<file path="config.mk">
export PLATFORM = sky130hd
export DESIGN_NAME = stack_game_core_flat
export DESIGN_NICKNAME = d
export VERILOG_FILES = /design/src/rtl/stack_game_if.sv /design/src/rtl/stack_game_core.sv /design/src/flat_wrapper.sv
export SDC_FILE = /design/constraint.sdc
export NUM_CORES = 1
export LEC_CHECK = 0
export BUFFER_PORTS_ARGS = -buffer_cell sky130_fd_sc_hd__buf_2
export CAP_MARGIN = 20
export CORE_MARGIN = 5
export CORE_UTILIZATION = 56
export DETAILED_ROUTE_END_ITERATION = 8
export GPL_ROUTABILITY_DRIVEN = 0
export PLACE_DENSITY = 0.77
export SLEW_MARGIN = 20
export SYNTH_ARGS = -nofsm -noshare
export SYNTH_HDL_FRONTEND = slang
export SYNTH_SLANG_ARGS = --single-unit
export TNS_END_PERCENT = 30
</file>
<file path="constraint.sdc">
create_clock -name clk -period 5.75 [get_ports clk]
set_input_delay 1.15 -clock clk [delete_from_list [all_inputs] [get_ports clk]]
set_output_delay 1.15 -clock clk [all_outputs]
set_load 0.03 [all_outputs]
</file>
<file path="src/rtl/stack_game_if.sv">
`default_nettype none
// ============================================================================
// Module      : stack_game_if
// Description : Bundles the user key and all display/status signals of the
//               stack game core. The master side drives drop and observes the
//               game; the slave side (the core) does the opposite.
// Ports       : drop        - user key level (master -> slave)
//               x, prev_x   - left edge of moving / top placed block
//               blk_w       - width of the moving block
//               y           - y coordinate of the moving row
//               score       - saturating score
//               chances     - remaining chances
//               game_status - 00 idle, 01 play, 10 win, 11 lose
//               sync        - one-cycle pulse per move tick
//               placed      - one-cycle pulse per successful placement
// Revision    : 1.0 - initial release
// ============================================================================
interface stack_game_if #(
  parameter int X_W     = 8,
  parameter int Y_W     = 7,
  parameter int SCORE_W = 3
);
  logic               drop;
  logic [X_W-1:0]     x;
  logic [X_W-1:0]     prev_x;
  logic [X_W-1:0]     blk_w;
  logic [Y_W-1:0]     y;
  logic [SCORE_W-1:0] score;
  logic [1:0]         chances;
  logic [1:0]         game_status;
  logic               sync;
  logic               placed;

  modport master (
    output drop,
    input  x, prev_x, blk_w, y, score, chances, game_status, sync, placed
  );

  modport slave (
    input  drop,
    output x, prev_x, blk_w, y, score, chances, game_status, sync, placed
  );
endinterface
`default_nettype wire

</file>
<file path="src/rtl/stack_game_core.sv">
`default_nettype none
// ============================================================================
// Module      : stack_game_core
// Description : Stacking game engine. A block slides back and forth across
//               the playfield; pressing drop places it on the stack, trimming
//               it to the overlap with the block below. Misses cost a chance.
//               Stacking N_ROWS rows wins, running out of chances loses.
// Ports       : clk    - single clock
//               resetn - synchronous active-low reset
//               bus    - stack_game_if slave modport (drop in, game state out);
//                        the interface widths must match X_W/Y_W/SCORE_W
// Revision    : 1.0 - initial release
// ============================================================================
module stack_game_core #(
  parameter int SCREEN_W   = 160,
  parameter int X_W        = 8,
  parameter int Y_W        = 7,
  parameter int Y_BASE     = 112,
  parameter int ROW_H      = 8,
  parameter int N_ROWS     = 12,
  parameter int INIT_BLK_W = 32,
  parameter int LIVES      = 3,
  parameter int SCORE_W    = 3,
  parameter int TICK_DIV   = 833333,
  parameter int TICK_STEP  = 20000,
  parameter int TICK_MIN   = 200000
) (
  input  logic       clk,
  input  logic       resetn,
  stack_game_if.slave bus
);

  localparam int                 ROW_W     = (N_ROWS < 1) ? 1 : $clog2(N_ROWS + 1);
  localparam logic [X_W-1:0]     PREV_X0   = X_W'((SCREEN_W - INIT_BLK_W) / 2);
  localparam logic [X_W-1:0]     INIT_W    = X_W'(INIT_BLK_W);
  localparam logic [X_W:0]       SCREEN_E  = (X_W+1)'(SCREEN_W);
  localparam logic [1:0]         LIVES_C   = 2'(LIVES);
  localparam logic [SCORE_W-1:0] SCORE_MAX = {SCORE_W{1'b1}};

  typedef enum logic [2:0] {
    S_IDLE  = 3'd0,
    S_MOVE  = 3'd1,
    S_PLACE = 3'd2,
    S_WIN   = 3'd3,
    S_LOSE  = 3'd4
  } state_t;

  state_t             state;
  logic [X_W-1:0]     x;
  logic [X_W-1:0]     prev_x;
  logic [X_W-1:0]     prev_w;
  logic [X_W-1:0]     blk_w;
  logic [Y_W-1:0]     y;
  logic [ROW_W-1:0]   row;
  logic [SCORE_W-1:0] score;
  logic [1:0]         chances;
  logic [1:0]         status;
  logic               dir_right;
  logic               sync;
  logic               placed;
  logic [31:0]        tick_cnt;
  logic               drop_q;
  logic               drop_edge;

  // Rising-edge detector on the key. drop_q is forced high during reset so a
  // key held through reset release must first be let go before it counts.
  always_ff @(posedge clk) begin
    if (!resetn) begin
      drop_q    <= 1'b1;
      drop_edge <= 1'b0;
    end else begin
      drop_q    <= bus.drop;
      drop_edge <= bus.drop & ~drop_q;
    end
  end

  // Combinational helpers: tick period, overlap, score and row update.
  logic [31:0]        row_step;
  logic [31:0]        period;
  logic               tick;
  logic [X_W:0]       x_end;
  logic [X_W:0]       p_end;
  logic [X_W:0]       lo;
  logic [X_W:0]       hi;
  logic [X_W:0]       ov;
  logic [SCORE_W:0]   score_sum;
  logic [SCORE_W-1:0] score_next;
  logic [ROW_W-1:0]   row_inc;
  logic [Y_W-1:0]     y_next;
  logic               restart;

  always_comb begin
    row_step = 32'(row) * 32'(TICK_STEP);
    // max(TICK_DIV - row*TICK_STEP, TICK_MIN) without unsigned underflow
    if (row_step + 32'(TICK_MIN) >= 32'(TICK_DIV)) begin
      period = 32'(TICK_MIN);
    end else begin
      period = 32'(TICK_DIV) - row_step;
    end
    tick = (tick_cnt >= period - 32'd1);

    x_end = {1'b0, x} + {1'b0, blk_w};
    p_end = {1'b0, prev_x} + {1'b0, prev_w};
    lo    = (x > prev_x) ? {1'b0, x} : {1'b0, prev_x};
    hi    = (x_end < p_end) ? x_end : p_end;
    ov    = (hi > lo) ? (hi - lo) : '0;

    score_sum  = {1'b0, score} + ((x == prev_x) ? (SCORE_W+1)'(2) : (SCORE_W+1)'(1));
    score_next = (score_sum > {1'b0, SCORE_MAX}) ? SCORE_MAX : score_sum[SCORE_W-1:0];

    row_inc = row + ROW_W'(1);
    y_next  = Y_W'(Y_BASE - int'(row_inc) * ROW_H);

    restart = drop_edge && ((state == S_WIN) || (state == S_LOSE));
  end

  always_ff @(posedge clk) begin
    if (!resetn || restart) begin
      state     <= S_IDLE;
      x         <= '0;
      dir_right <= 1'b1;
      row       <= '0;
      y         <= Y_W'(Y_BASE);
      prev_x    <= PREV_X0;
      prev_w    <= INIT_W;
      blk_w     <= INIT_W;
      score     <= '0;
      chances   <= LIVES_C;
      status    <= 2'b00;
      sync      <= 1'b0;
      placed    <= 1'b0;
      tick_cnt  <= '0;
    end else begin
      sync   <= 1'b0;
      placed <= 1'b0;
      case (state)
        S_IDLE: begin
          tick_cnt <= '0;
          if (drop_edge) begin
            state  <= S_MOVE;
            status <= 2'b01;
          end
        end

        S_MOVE: begin
          if (drop_edge) begin
            // a tick landing on the same cycle as the key is dropped
            state    <= S_PLACE;
            tick_cnt <= '0;
          end else if (tick) begin
            tick_cnt <= '0;
            sync     <= 1'b1;
            if (dir_right) begin
              if (x_end == SCREEN_E) begin
                x         <= x - X_W'(1);
                dir_right <= 1'b0;
              end else begin
                x <= x + X_W'(1);
              end
            end else begin
              if (x == '0) begin
                x         <= X_W'(1);
                dir_right <= 1'b1;
              end else begin
                x <= x - X_W'(1);
              end
            end
          end else begin
            tick_cnt <= tick_cnt + 32'd1;
          end
        end

        S_PLACE: begin
          tick_cnt <= '0;
          if (ov == '0) begin
            chances <= chances - 2'd1;
            if (chances == 2'd1) begin
              // x stays where the losing drop happened
              state  <= S_LOSE;
              status <= 2'b11;
            end else begin
              state     <= S_MOVE;
              x         <= '0;
              dir_right <= 1'b1;
            end
          end else begin
            prev_x    <= lo[X_W-1:0];
            prev_w    <= ov[X_W-1:0];
            blk_w     <= ov[X_W-1:0];
            row       <= row_inc;
            y         <= y_next;
            score     <= score_next;
            placed    <= 1'b1;
            x         <= '0;
            dir_right <= 1'b1;
            if (row_inc == ROW_W'(N_ROWS)) begin
              state  <= S_WIN;
              status <= 2'b10;
            end else begin
              state <= S_MOVE;
            end
          end
        end

        S_WIN, S_LOSE: begin
          tick_cnt <= '0;
        end

        default: begin
          state    <= S_IDLE;
          status   <= 2'b00;
          tick_cnt <= '0;
        end
      endcase
    end
  end

  assign bus.x           = x;
  assign bus.prev_x      = prev_x;
  assign bus.blk_w       = blk_w;
  assign bus.y           = y;
  assign bus.score       = score;
  assign bus.chances     = chances;
  assign bus.game_status = status;
  assign bus.sync        = sync;
  assign bus.placed      = placed;

endmodule
`default_nettype wire

</file>
<file path="src/flat_wrapper.sv">
// flat-port wrapper written by rule: the top's interface ports become plain ports
module stack_game_core_flat 
#(
  parameter int SCREEN_W   = 160,
  parameter int X_W        = 8,
  parameter int Y_W        = 7,
  parameter int Y_BASE     = 112,
  parameter int ROW_H      = 8,
  parameter int N_ROWS     = 12,
  parameter int INIT_BLK_W = 32,
  parameter int LIVES      = 3,
  parameter int SCORE_W    = 3,
  parameter int TICK_DIV   = 833333,
  parameter int TICK_STEP  = 20000,
  parameter int TICK_MIN   = 200000
)
  (clk, resetn, bus_drop, bus_x, bus_prev_x, bus_blk_w, bus_y, bus_score, bus_chances, bus_game_status, bus_sync, bus_placed);
  stack_game_if #(.X_W(X_W), .Y_W(Y_W), .SCORE_W(SCORE_W)) bus_i ();
  input  logic clk;
  input  logic resetn;
  input wire logic [$bits(bus_i.drop)-1:0] bus_drop;
  output wire logic [$bits(bus_i.x)-1:0] bus_x;
  output wire logic [$bits(bus_i.prev_x)-1:0] bus_prev_x;
  output wire logic [$bits(bus_i.blk_w)-1:0] bus_blk_w;
  output wire logic [$bits(bus_i.y)-1:0] bus_y;
  output wire logic [$bits(bus_i.score)-1:0] bus_score;
  output wire logic [$bits(bus_i.chances)-1:0] bus_chances;
  output wire logic [$bits(bus_i.game_status)-1:0] bus_game_status;
  output wire logic [$bits(bus_i.sync)-1:0] bus_sync;
  output wire logic [$bits(bus_i.placed)-1:0] bus_placed;
  assign bus_i.drop = bus_drop;
  assign bus_x = bus_i.x;
  assign bus_prev_x = bus_i.prev_x;
  assign bus_blk_w = bus_i.blk_w;
  assign bus_y = bus_i.y;
  assign bus_score = bus_i.score;
  assign bus_chances = bus_i.chances;
  assign bus_game_status = bus_i.game_status;
  assign bus_sync = bus_i.sync;
  assign bus_placed = bus_i.placed;
  stack_game_core #(.SCREEN_W(SCREEN_W), .X_W(X_W), .Y_W(Y_W), .Y_BASE(Y_BASE), .ROW_H(ROW_H), .N_ROWS(N_ROWS), .INIT_BLK_W(INIT_BLK_W), .LIVES(LIVES), .SCORE_W(SCORE_W), .TICK_DIV(TICK_DIV), .TICK_STEP(TICK_STEP), .TICK_MIN(TICK_MIN)) u_core (.clk(clk), .resetn(resetn), .bus(bus_i));
endmodule
</file>
### Yosys cells after proc, flatten, opt, wreduce, memory -nomap -nowiden

Cells that the tools add are included.

* register bits: 82
* input port bits: 3
* output and inout port bits: 40
* word-level logic and storage cells: 110

* add/subtract/negate cells: 13
* multipliers: 1
* $lt $le $gt $ge: 6
* eq/ne operators: 15
* muxes and demuxes: 35
* bitwise gates (word level): 7
* reduce and logical (&&, ||, !) cells: 18

Operators by type and width (number)
* 8-bit 2-to-1 mux: 8
* 32-bit by 1-bit adder with 32-bit output (second input constant): 1
* 32-bit by 20-bit >= comparator with 1-bit output (second input constant): 1
* 32-bit >= comparator: 1
* 32-bit 2-to-1 mux: 1
* 32-bit by 1-bit subtractor with 32-bit output (second input constant): 1
* 20-bit by 19-bit subtractor with 21-bit output (first input constant): 1
* 19-bit by 18-bit adder with 20-bit output (second input constant): 1
* 8-bit by 8-bit adder with 9-bit output: 2
* 9-bit 2-to-1 mux: 2
* 8-bit case mux with 2 select lines: 1
* 3-bit 2-to-1 mux: 5
* 4-bit by 10-bit multiplier with 14-bit output (second input constant): 1
* 2-bit 2-to-1 mux: 6
* 3-bit case mux with 4 select lines: 1
* 9-bit by 8-bit == test with 1-bit output (second input constant): 1
* 9-bit > comparator: 1
* 9-bit logical NOT: 1
* 9-bit less-than comparator: 1
* 1-bit 2-to-1 mux: 9
* 9-bit subtractor: 1
* 8-bit by 1-bit adder with 8-bit output (second input constant): 1
* 8-bit == test: 1
* 8-bit > comparator: 1
* 31 further kinds: 45

### Longest topological paths before layout

* depth after elaboration: 9
* depth in mapped cells: 27
* gate-level depth less buffers: 25

### Worst setup path after synthesis

Ideal clock, no wire load.

* kind: register to register
* start: reg u_core.row[2]
* end: reg u_core.x[3] (netlist: u_core.bus.x[3])
* setup time: 122 ps
* arrival: 5605 ps
* required time: 5628 ps
* slack: 23 ps
* cell stages (with the launch flop): 21
* path buffers: 1
* clock period less this slack: 5727 ps
* cells stage by stage: dfxtp_1 -> clkinv_1 -> ha_1 -> ha_1 -> ha_1 -> inv_1 -> fa_1 -> xor2_1 -> or2_2 -> nor4b_1 -> nand3_1 -> or4b_2 -> clkbuf_1 -> ha_1 -> a211oi_1 -> o31a_1 -> o41ai_1 -> a41oi_1 -> a21o_1 -> a21o_1 -> a311o_1

* longest elaborated chain between the ends: 8
* elaborated cells on any way between the ends: 9
* classes of those cells: add/sub: 3; mul: 1; order compare: 2; eq/ne: 1; mux: 1; reduce/logical: 1

Ends and longest elaborated chain
* start: declaration: RTL line stack_game_core.sv:54 `logic [ROW_W-1:0] row;`
* start signal: assignment: RTL line stack_game_core.sv:190 `row <= row_inc;`
* 4-bit by 10-bit multiplier with 14-bit output (*): RTL line stack_game_core.sv:93 `row_step = 32'(row) * 32'(TICK_STEP);`
* 19-bit by 18-bit adder with 20-bit output: RTL line stack_game_core.sv:95 `if (row_step + 32'(TICK_MIN) >= 32'(TICK_DIV)) begin`
* 32-bit by 20-bit >= comparator with 1-bit output: RTL line stack_game_core.sv:95
* 32-bit 2-to-1 mux (*): RTL line stack_game_core.sv:95
* 32-bit by 1-bit subtractor with 32-bit output (*): RTL line stack_game_core.sv:100 `tick = (tick_cnt >= period - 32'd1);`
* 32-bit >= comparator (*): RTL line stack_game_core.sv:100
* 2-bit by 1-bit != test with 1-bit output (no line) (*)
* 4-bit AND reduction (no line) (*)
* end signal: assignment: RTL line stack_game_core.sv:155 `x <= x - X_W'(1);`
* end signal: assignment: RTL line stack_game_core.sv:158 `x <= x + X_W'(1);`
* end signal: assignment: RTL line stack_game_core.sv:165 `x <= x - X_W'(1);`
* end: declaration: RTL line stack_game_core.sv:49 `logic [X_W-1:0] x;`

Mark *: on every way between the ends. The rest lies on a longest branch, timed or not.
A chain may end at the register's enable or synchronous reset.

### Final worst setup path

* start: reg u_core.prev_w[1]
* end: reg u_core.prev_w[5]

* longest elaborated chain between the ends: 8
* elaborated cells on any way between the ends: 10
* classes of those cells: add/sub: 3; order compare: 2; mux: 2; bitwise: 1; reduce/logical: 2

Ends and longest elaborated chain
* start: declaration: RTL line stack_game_core.sv:51 `logic [X_W-1:0] prev_w;`
* start signal: assignment: RTL line stack_game_core.sv:188 `prev_w <= ov[X_W-1:0];`
* 8-bit by 8-bit adder with 9-bit output, on equally long branches
* 9-bit less-than comparator: RTL line stack_game_core.sv:105 `hi = (x_end < p_end) ? x_end : p_end;`
* 9-bit 2-to-1 mux (*): RTL line stack_game_core.sv:105
* 9-bit subtractor or 9-bit > comparator (tied branches): RTL line stack_game_core.sv:106 `ov = (hi > lo) ? (hi - lo) : '0;`
* 9-bit 2-to-1 mux (*): RTL line stack_game_core.sv:106
* 9-bit logical NOT: RTL line stack_game_core.sv:175 `if (ov == '0) begin`
* 1-bit NOT (no line)
* 2-bit AND reduction (no line)

Marked as above.

==> flow_summary.json <==
{
  "dp_slack_ps": -121.1,
  "start_util_pct": 57.84,
  "powerDensity_nw_per_um2": 147.8,
  "synth-compound-area-share_pct": 16.81,
  "grt_usage_pct": 24.20,
  "grt_busiest_layer": "met2",
  "p_leak_nw": 3.484,
  "vias": 6374,
  "worst_slew_pin_slew_ps": 872.5,
  "syn_avg_cell_area_um2": 8.065,
  "seq_area_um2": 1564,
  "wl_per_cell_um": 17.10,
  "path_buf_inv": 5,
  "grt_overflow_total": 0,
  "diodes": 0,
  "min_path_cells": 1,
  "ys_async_sr_fraction_pct": 0,
  "muxShareOfSynthArea_pct": 4.339,
  "gr-usage-met3_pct": 4.028,
  "cts.root.buffer_cell": "clkbuf_16",
  "antenna_left": 0,
  "coreArea_um2": 11520,
  "cts_tree": "yes",
  "htreeDepth": 3,
  "final_nets": 1006,
  "ios": 43,
  "cp-start-kind": "register",
  "die_y_um": 119.1,
  "yosysWarnings": 0,
  "routed_wl_um": 17940,
  "grtUsageMet1_pct": 31.61,
  "status": "completed",
  "slew_headroom_pct": 41.83,
  "setup_slack_ps": 61.34,
  "critPathCaptureType": "register",
  "synth_xor_xnor_area_share_pct": 8.678,
  "grt_pass1_vias": 6095,
  "cts.sinks": 78,
  "synth_top_family_by_area": "simple AND/OR/NAND/NOR gates",
  "crit_fanout": 17,
  "synthAdderAreaFrac_pct": 19.95,
  "synth_top_area_share_pct": 23.44,
  "r2r_end": "u_core.prev_w[5]$_SDFFE_PP1P_",
  "synth_area_leaders": "dfxtp_1 (23%), ha_1 (18%), nor2_1 (5.2%), xor2_1 (5.0%), a21oi_1 (4.1%)",
  "finalInstanceArea_um2": 7818,
  "cap_violations": 0,
  "grt_max_degree": 34,
  "post_dp_cell_area_um2": 7216,
  "reg2regPathDepth": 25,
  "min_from": "u_core.drop_q$_SDFF_PN1_",
  "fin_worst_skew_ps": 5.849,
  "rrSetupSlack_ps": 60,
  "tns_ps": 0,
  "cts_buffer_depth": 2,
  "holdWs_ps": 382.8,
  "synth_top_area_cell": "dfxtp_1",
  "dp.cells": 1023,
  "syn_inst": 826,
  "dp_hpwl_um": 13370,
  "insertion_delay_ps": 350,
  "die_x_um": 119.1,
  "min_period_over_period_pct": 98.93,
  "critPathMaxStageDelay_ps": 430,
  "cts_hold_buf": 0,
  "fmax_mhz": 175.8,
  "crit_family": "compound AO/OA/AOI/OAI gates",
  "use_met2_pct": 39.49,
  "syn_to_final_growth_pct": 17.36,
  "finalMaxSlewViolations": 0,
  "arrival_ps": 5850,
  "synth_edf_count": 0,
  "p_total_mw": 1.156,
  "ys_seq_area_share_pct": 23.44,
  "cp_slowest_cell": "ha_1",
  "hold_violations": 0,
  "final_cells": 1049,
  "synth.most_common_cell": "ha_1",
  "ys_types": 69,
  "vdd_drop_max_uv": 177.1,
  "worstSetupPathType": "reg2reg",
  "drive_above_1_share_pct": 16.34,
  "drt_drc_violations_left": 0,
  "period_needed_ps": 5689,
  "synth_commonest_cells": "ha_1 (95), nor2_1 (92), dfxtp_1 (78)",
  "setup_viol": 0,
  "numCtsBuffers": 9,
  "drt-vias-per-instance": 6.076,
  "rsz0062_at_grt": "yes",
  "antenna_found_initial": 0,
  "drt-pass1-iter-count": 5,
  "rows": 39,
  "hold_path_class": "reg2reg",
  "clk_pin_slew_worst_paths_ps": 60,
  "ys_ff_latch": 78,
  "grt_pass1_wl_um": 28860,
  "r2r-start": "u_core.prev_w[1]$_SDFFE_PP0P_",
  "dr.first_iter.drc_count": 478,
  "n_fill_cell": 885,
  "utilization_pct": 67.88,
  "fp.dieArea_um2": 14180,
  "crit_required_ps": 5910,
  "synth-simple-area-share_pct": 21.83,
  "mappedNetlistArea_um2": 6661,
  "hold_end": "u_core.drop_edge$_SDFF_PN0_",
  "synth-main-ff-cell": "dfxtp_1",
  "multiInputGateArea_um2": 5051,
  "numPortBuffers": 39
}
==> worst register-to-register path, cell delays in order (launching register included) <==
cell and delay, ps:
dfxtp_1 340, buf_4 160, ha_1 280, a21o_1 140, nand4_1 160, a31o_2 280
xor2_1 360, inv_1 100, ha_1 300, nand2_1 130, o21ai_0 100, a41o_1 260
nor2_4 170, buf_4 180, o21ai_0 130, ha_1 430, nand4_1 210, a21oi_2 250
o31a_1 220, o22ai_1 100, a21boi_2 170, buf_4 210, a311oi_4 340, buf_12 210
nand2b_1 130, o311ai_0 130
==> sequential cells by signal, summed over array words and instances, names as in the netlist <==
name,count
u_core.bus.chances,2
u_core.bus.game_status,2
u_core.bus.placed,1
u_core.bus.prev_x,8
u_core.bus.score,3
u_core.bus.sync,1
u_core.bus.x,8
u_core.bus.y,3
u_core.dir_right,1
u_core.drop_edge,1
u_core.drop_q,1
u_core.prev_w,8
u_core.row,4
u_core.state,3
u_core.tick_cnt,32
==> routing by layer <==
metal / wire length (um) / share of wire (%) / vias up
met5: 0 / 0 / -
met4: 507 / 2.8 / 0
met3: 1243 / 6.9 / 46
met2: 8366 / 47 / 254
met1: 7825 / 44 / 2983
li1: - / - / 3091
==> repair_timing <==
action | 4_1_cts | 5_1_grt
gates cloned | 0 | 2
pin swaps | 0 | 14
endpoints found under the setup margin | 10 | 75
gates resized for setup | 4 | 43
buffers inserted | 0 | 8
==> cells in the final DEF (no fill, tap or decap), types with 4 or more instances in the layout <==
master / n
a211oi_1: 9
a21o_1: 12
a21oi_1: 49
a21oi_2: 5
a31oi_1: 5
and2_1: 8
and3_1: 14
buf_2: 39
buf_4: 37
clkbuf_16: 10
conb_1: 15
dfxtp_1: 76
fa_1: 5
ha_1: 91
inv_1: 48
mux2i_1: 24
nand2_1: 57
nand2b_1: 7
nand3_1: 35
nand3b_1: 5
nand4_1: 14
nor2_1: 90
nor2b_1: 9
nor3_1: 15
nor4_1: 4
o211ai_1: 6
o21a_1: 6
o21ai_0: 36
o21bai_1: 4
or2_2: 5
or3_1: 7
or4_1: 8
xnor2_1: 28
xor2_1: 37
==> power breakdown <==
| part | switching, mW | total [mW] | internal (mW) |
|---|---|---|---|
| Clock | 0.247 | 0.584 | 0.338 |
| Sequential | 0.00202 | 0.544 | 0.542 |
| Combinational | 0.0203 | 0.0277 | 0.00736 |
| Total | 0.269 | 1.16 | 0.887 |
==> cell families after synthesis <==
kind of cell    Yosys count
flops                    78
buf+inv                  79
mux                      28
fa+ha+maj               102
xor+xnor                 66
compound gates          175
simple gates            296
other cells               2
==> how the worst max path moves through the flow <==
stage	start	to	cells after the start
after floorplan	u_core.row[2]$_SDFFE_PP0P_	u_core.bus.x[3]$_SDFFE_PP0P_	20
after global placement	u_core.row[1]$_SDFFE_PP0P_	u_core.bus.x[4]$_SDFFE_PP0P_	20
after detailed placement	u_core.row[1]$_SDFFE_PP0P_	u_core.bus.x[3]$_SDFFE_PP0P_	19
after CTS	u_core.prev_w[0]$_SDFFE_PP0P_	u_core.bus.x[0]$_SDFFE_PP0P_	25
after global routing	u_core.prev_w[0]$_SDFFE_PP0P_	u_core.prev_w[5]$_SDFFE_PP1P_	26
final	u_core.prev_w[1]$_SDFFE_PP0P_	u_core.prev_w[5]$_SDFFE_PP1P_	25
==> area by class of cell <==
class	count	share of cell area (%)
well taps	143	2.289
multi-input cells	683	64.61
clock inverters	7	0.9443
inverters	49	2.353
repair buffers	80	6.914
clock buffers	9	2.881
flip-flops and latches	78	20.01
Power figures use the tool's default switching activity.
